File: src/rtl/adc_spi_model_mc_if.sv
// adc_spi_model_mc_if: SPI pins between an A2D master and the converter model
interface adc_spi_model_mc_if;
    logic SS_n;
    logic SCLK;
    logic MOSI;
    logic MISO;
    modport master (output SS_n, SCLK, MOSI, input MISO);
    modport slave (input SS_n, SCLK, MOSI, output MISO);
endinterface

File: src/rtl/adc_spi_model_mc.sv
// adc_spi_model_mc: multi-channel SPI A2D model with a one-frame pipelined response
module adc_spi_model_mc #(
    parameter int NUM_CH = 8,
    parameter int RES = 12,
    parameter int AUTO_SCAN = 0,
    parameter int CH_RST = 0
) (
    input  logic                    clk,
    input  logic                    rst_n,
    adc_spi_model_mc_if.slave       spi,
    input  logic [NUM_CH*RES-1:0]   ch_val,
    output logic                    frame_done,
    output logic                    frame_err,
    output logic                    addr_err,
    output logic [2:0]              last_ch,
    output logic [15:0]             frame_cnt
);
    localparam int PAD = 12 - RES;
    typedef enum logic [1:0] {IDLE, SHIFT, DONE} state_t;
    state_t st, nxt;
    // [0],[1] synchronizer stages, [2] previous synchronized value for edge detect
    logic [2:0] ss_q, sclk_q;
    logic [1:0] mosi_q;
    logic [15:0] tx, rx;
    logic [4:0] cnt;
    logic [2:0] pend, serv, addr;
    logic ss_fall, ss_rise, sclk_rise, sclk_fall;
    logic load, rx_en, tx_en, abort, fin;
    assign ss_fall = ss_q[2] & ~ss_q[1];
    assign ss_rise = ~ss_q[2] & ss_q[1];
    assign sclk_rise = ~sclk_q[2] & sclk_q[1];
    assign sclk_fall = sclk_q[2] & ~sclk_q[1];
    assign addr = rx[13:11];
    assign spi.MISO = (st == SHIFT) && tx[15];
    always_ff @(posedge clk or negedge rst_n)
        if (!rst_n) st <= IDLE;
        else st <= nxt;
    always_comb begin
        load = st == IDLE && ss_fall;
        abort = st == SHIFT && ss_rise;
        fin = st == DONE && ss_rise;
        rx_en = st == SHIFT && !ss_rise && sclk_rise;
        tx_en = st == SHIFT && !ss_rise && sclk_fall;
        nxt = load ? SHIFT : (abort || fin) ? IDLE : (rx_en && cnt == 5'd15) ? DONE : st;
    end
    always_ff @(posedge clk or negedge rst_n)
        if (!rst_n) begin
            ss_q <= 3'b111;
            sclk_q <= 3'b111;
            mosi_q <= 2'b00;
            tx <= 16'd0;
            rx <= 16'd0;
            cnt <= 5'd0;
            pend <= 3'(CH_RST);
            serv <= 3'(CH_RST);
            frame_done <= 1'b0;
            frame_err <= 1'b0;
            addr_err <= 1'b0;
            last_ch <= 3'd0;
            frame_cnt <= 16'd0;
        end else begin
            ss_q <= {ss_q[1:0], spi.SS_n};
            sclk_q <= {sclk_q[1:0], spi.SCLK};
            mosi_q <= {mosi_q[0], spi.MOSI};
            frame_done <= fin;
            frame_err <= abort;
            if (load) begin
                tx <= 16'(ch_val[pend*RES +: RES]) << PAD;
                cnt <= 5'd0;
                serv <= pend;
            end else if (tx_en)
                tx <= {tx[14:0], 1'b0};
            if (rx_en) begin
                rx <= {rx[14:0], mosi_q[1]};
                cnt <= cnt + 5'd1;
            end
            // an out-of-range address leaves pend alone so the same channel is served again
            if (fin) begin
                frame_cnt <= frame_cnt + 16'd1;
                last_ch <= serv;
                if (AUTO_SCAN != 0) pend <= (serv == 3'(NUM_CH - 1)) ? 3'd0 : serv + 3'd1;
                else if (32'(addr) < NUM_CH) pend <= addr;
                else addr_err <= 1'b1;
            end
        end
endmodule

File: src/flat_wrapper.sv
// flat-port wrapper written by rule: the top's interface ports become plain ports
module adc_spi_model_mc_flat 
#(
    parameter int NUM_CH = 8,
    parameter int RES = 12,
    parameter int AUTO_SCAN = 0,
    parameter int CH_RST = 0
)
  (clk, rst_n, ch_val, frame_done, frame_err, addr_err, last_ch, frame_cnt, spi_SS_n, spi_SCLK, spi_MOSI, spi_MISO);
  adc_spi_model_mc_if spi_i ();
  input  logic clk;
  input  logic rst_n;
  input  logic [NUM_CH*RES-1:0] ch_val;
  output logic frame_done;
  output logic frame_err;
  output logic addr_err;
  output logic [2:0] last_ch;
  output logic [15:0] frame_cnt;
  input wire logic [$bits(spi_i.SS_n)-1:0] spi_SS_n;
  input wire logic [$bits(spi_i.SCLK)-1:0] spi_SCLK;
  input wire logic [$bits(spi_i.MOSI)-1:0] spi_MOSI;
  output wire logic [$bits(spi_i.MISO)-1:0] spi_MISO;
  assign spi_i.SS_n = spi_SS_n;
  assign spi_i.SCLK = spi_SCLK;
  assign spi_i.MOSI = spi_MOSI;
  assign spi_MISO = spi_i.MISO;
  adc_spi_model_mc #(.NUM_CH(NUM_CH), .RES(RES), .AUTO_SCAN(AUTO_SCAN), .CH_RST(CH_RST)) u_core (.clk(clk), .rst_n(rst_n), .spi(spi_i), .ch_val(ch_val), .frame_done(frame_done), .frame_err(frame_err), .addr_err(addr_err), .last_ch(last_ch), .frame_cnt(frame_cnt));
endmodule
File: config.mk
export PLATFORM = sky130hd
export DESIGN_NAME = adc_spi_model_mc_flat
export DESIGN_NICKNAME = d
export VERILOG_FILES = /design/src/rtl/adc_spi_model_mc_if.sv /design/src/rtl/adc_spi_model_mc.sv /design/src/flat_wrapper.sv
export SDC_FILE = /design/constraint.sdc
export NUM_CORES = 1
export LEC_CHECK = 0
export CORE_MARGIN = 5
export CORE_UTILIZATION = 50
export CTS_CLUSTER_DIAMETER = 200
export CTS_CLUSTER_SIZE = 25
export DETAILED_ROUTE_END_ITERATION = 7
export HOLD_SLACK_MARGIN = 0.1
export PLACE_DENSITY = 0.89
export REMOVE_ABC_BUFFERS = 1
export SLEW_MARGIN = 5
export SYNTH_ARGS = -nofsm -noshare
export SYNTH_HDL_FRONTEND = slang
export SYNTH_SLANG_ARGS = --single-unit
File: constraint.sdc
create_clock -name clk -period 3.95 [get_ports clk]
set_clock_uncertainty 0.2 [all_clocks]
set_input_delay 0.9875 -clock clk [delete_from_list [all_inputs] [get_ports clk]]
set_output_delay 0.9875 -clock clk [all_outputs]
set_load 0.05 [all_outputs]
# Yosys cells after proc, flatten, opt, wreduce, memory -nomap -nowiden
# Index checks and enable logic that the tools add are counted.
# word_totals
output_inout_bits,23
input_bits,101
register_bits,72
mem_count,0
mem_bits_ro,0
mem_bits_rw,0
latch_bits,0
# op_classes
mux,7
multipliers,1
eq_ne,3
magnitude_cmp,0
add_sub_neg,2
div_mod_pow,0
reduce_logical,14
n_bitwise,8
shift,1
# ops
operator,n
96-bit by 8-bit variable part select with 12-bit output,1
16-bit 2-to-1 mux,2
"16-bit by 1-bit adder with 16-bit output, second input constant",1
5-bit 2-to-1 mux,2
1-bit logical AND,8
2-bit 2-to-1 mux,3
"5-bit by 1-bit adder with 5-bit output, second input constant",1
"5-bit by 4-bit equality test with 1-bit output, second input constant",1
"3-bit by 2-bit multiplier with 5-bit output, second input constant",1
1-bit AND,4
1-bit inverter,4
2-bit nonzero test,2
3-bit nonzero test,1
"2-bit by 1-bit equality test with 1-bit output, second input constant",1
"2-bit equality test, second input constant",1
2-bit logical NOT,1
1-bit logical NOT,1
1-bit logical OR,1

# Logic depth before layout (Yosys ltp)
# logic_depth
depth_word,9
ltp_mapped,7

# Worst setup path before layout
# Ideal clock, no wire load.
# synth_timing
kind,reg2out
from,reg u_core.st[1]
to,out spi_MISO
arrival_time_ns,1.298
path_stages_with_launch,4
path_slack_ns,1.465
path_cell_list,dfrtp_1 -> buf_6 -> nand2b_4 -> nor2_1
# synth_via
elab_chain_cells,2
# synth_lines
element,line_no,rtl
from (decl),adc_spi_model_mc.sv:20,"state_t st, nxt;"
from (signal assigned),adc_spi_model_mc.sv:37,else st <= nxt;
2-bit by 1-bit equality test with 1-bit output,adc_spi_model_mc.sv:34,assign spi.MISO = (st == SHIFT) && tx[15];
1-bit logical AND,adc_spi_model_mc.sv:34,
to (decl),flat_wrapper.sv:22,output wire logic [$bits(spi_i.MISO)-1:0] spi_MISO;
# No other way between the ends.

# Final worst setup path
# Same ends and word-level chain as after synthesis.

==> run_results.csv <==
group,metric,value,unit
synth,synth-seq-cells,72,
grt,met2_usage,0.3222,
power,ir_drop,0.0001905,V
power,p_per_area,335.1,nW/µm²
grt,first_global_vias,3002,
floorplanning,die_w,97.09,µm
setup_path,crit_family,"buffers and inverters",
grt,grt_max_degree,31,
clocking,clock_latency,0.33,ns
clocking,post_cts_buffers,0,
clocking,cts_resized,0,
min_path,holdCritStartpoint,"u_core.sclk_q[0]",
setup_path,critical_path_class,"reg2out",
clocking,clockBufferDepth,2,
placed_design,io_buffers,122,
grt,grt_pass1_wl,13660,µm
finish,diodes,0,
route,first_pass_iters,4,
placed_design,gp_congestion,0.8008,
setup_path,worstPathCellList,"nand2b_4, nor2_1, clkdlybuf4s50_1",
finish,finalInstanceArea,5230,µm²
placed_design,dpl_cell_area,5025,µm²
synth,syn_area,3792,µm²
timing,finalCriticalPeriod,3.080,ns
timing,max_freq,324.6,MHz
clocking,cts_root_buf,"clkbuf_8",
floorplanning,num_rows,31,
route,dr.first_iter.drc_count,119,
timing,tns,0,ns
setup_path,r2r-start,"u_core.ss_q[1]",
grt,met1_usage,0.1957,
setup_path,crit_path_start_kind,"register",
synth,synth_top_area_frac,0.4355,
route,wl_per_cell,15.24,µm
synth,synth.avg_cell_area,12.81,µm²
timing,rsz0062_at_grt,"no",
synth,synth_top_area_cell,"dfrtp_1",
timing,finalSetupViolations,0,
clocking,cts.sinks,72,
timing,period_share,0.7798,
timing,finalHoldViolCount,0,
placed_design,placed_cells,503,
clocking,cts_tree,"built",
finish,seqCellArea,1809,µm²
setup_path,path_buf_inv,1,
synth,synthTopCellsByArea,"dfrtp_1 44%, mux4_2 14%, mux2i_1 4.8%",
floorplanning,fp.dieH,97.09,µm
grt,grt_overflow,0,
route,drc_errors,0,
route,drtAntennaViolNets,0,
timing,hold_ws,0.1565,ns
finish,multi_input_area,1812,µm²
min_path,hp-class,"reg2reg",
route,routed_wl,7896,µm
floorplanning,start_util,0.5173,
route,viasPerCell,5.290,
job,cap_violations,0,
clocking,clk_pin_slew_worst_paths,0.07,ns
timing,slew_headroom,0.3297,
finish,fillers,518,
synth,syn_inst,296,
setup_path,crit_path_max_incr_delay,0.81,ns
setup_path,cp.arrival,1.89,ns
power,leakagePower,2.158,nW
timing,slew_violations,0,
clocking,htree_num_levels,3,
finish,finalNonFillerCells,518,
setup_path,crit_fanout,8,
setup_path,crit_path_top_delay_cell,"clkdlybuf4s50_1",
finish,syn2layout_area_growth,37.91,%
clocking,cts_hold_buf,0,
grt,grt.busiest_layer,"met2",
setup_path,critPathRequiredTime,2.76,ns
setup_path,crit_path_end_kind,"output pin",
grt,grt_use_met3,0.06174,
run_status,status,"finished clean",
clocking,cts_buffers,9,
synth,seq_area_frac_synth,0.4771,
floorplanning,io_pins,124,
synth,yosysUniqueCellTypes,41,
finish,drive_gt1_frac,0.1957,
route,via_count,2740,
grt,grt_util_all_layers,0.1777,
synth,yosysWarnings,0,
finish,nets,519,
grt,antenna_found_initial,0,
floorplanning,core_area,7331,µm²
floorplanning,die-area,9426,µm²
setup_path,startpoint,"u_core.st[1]",
timing,worst_slew_pin_slew,1.005,ns
placed_design,dp_hpwl,6189,µm
## where the power goes
part / switching, mW / internal (mW) / total (mW) / leakage, nW
Sequential: 0.0522 / 0.831 / 0.883 / 0.933
Combinational: 0.100 / 0.188 / 0.288 / 1.12
Clock: 0.243 / 0.338 / 0.580 / 0.108
## flip-flops by register name, summed over array words and instances, names as in the netlist
| name | cells |
|---|---|
| u_core.frame_done | 1 |
| u_core.st | 2 |
| u_core.mosi_q | 2 |
| u_core.tx | 16 |
| u_core.rx | 14 |
| u_core.frame_cnt | 16 |
| u_core.pend | 3 |
| u_core.frame_err | 1 |
| u_core.cnt | 5 |
| u_core.sclk_q | 3 |
| u_core.serv | 3 |
| u_core.ss_q | 3 |
| u_core.last_ch | 3 |
## final timing paths
path                                         to  slack (ns)  depth (start not counted)
hold reg to reg                u_core.sclk_q[1]        0.16                          0
setup / recovery                       spi_MISO        0.87                          3
max in group asynchronous      u_core.sclk_q[1]        2.31                          2
hold / removal                 u_core.sclk_q[1]        0.16                          0
setup reg to reg           u_core.frame_cnt[10]        1.48                          5
min in group asynchronous  u_core.frame_cnt[11]        0.46                          1
## area by class of cell
type,count,area share
well taps,99,0.02368
clock buffers,12,0.03158
flip-flops and latches,72,0.3459
inverters,5,0.003589
clock inverters,3,0.007655
repair buffers,128,0.2411
multi-input cells,199,0.3464
## per-stage QoR
step	setup slack [ns]	total power, mW	utilization
after floorplan	1.494	1.037	-
after global placement	1.247	1.174	0.6854
after detailed placement	1.232	1.188	0.6854
after CTS	0.8519	1.772	0.7134
after global routing	0.7896	1.847	0.7134
final	0.8697	1.752	0.7134
## cell usage in the layout (no fill, tap or decap), types with 5 or more instances in the layout
cell type	count
nand4_1	5
dfstp_2	6
a211oi_1	5
mux4_2	24
clkdlybuf4s50_1	121
nor2_1	10
a211oi_2	6
xor2_1	5
nand3_1	8
buf_4	6
mux2i_1	18
a21oi_1	12
clkbuf_8	12
xnor2_1	11
inv_1	5
nor2b_1	11
mux2_2	16
nand2_1	39
dfrtp_1	66
## metal layers
layer  vias to the layer above  wire length, µm
met2                       103             4151
met1                      1323             3015
met4                         0               68
li1                       1306                -
met3                         8              661
met5                         -                0
## cells in the mapped netlist, drive strengths merged
library cell / n
and3: 3
o21ai: 3
nand4bb: 1
nor2b: 12
nor4: 2
dfrtp: 66
nand3: 8
nand4: 5
mux2i: 18
conb: 1
o22ai: 1
nand2b: 3
and2: 1
nor2: 10
and4: 1
ha: 3
or3: 1
xor2: 5
xnor2: 11
a22o: 1
a21oi: 12
dfstp: 6
clkbuf: 3
mux2: 16
o22a: 1
nor4b: 2
nor3: 4
a211oi: 11
buf: 17
nand2: 39
mux4: 24
inv: 5
## cell families after synthesis
kind of cell / synth area share
fa+ha+maj: 0.009899
flops: 0.4771
mux: 0.2375
simple gates: 0.1363
compound gates: 0.05609
buf+inv: 0.04520
other cells: 0.0009888
xor+xnor: 0.03695
Note: power is estimated with default switching activity, not from simulation.
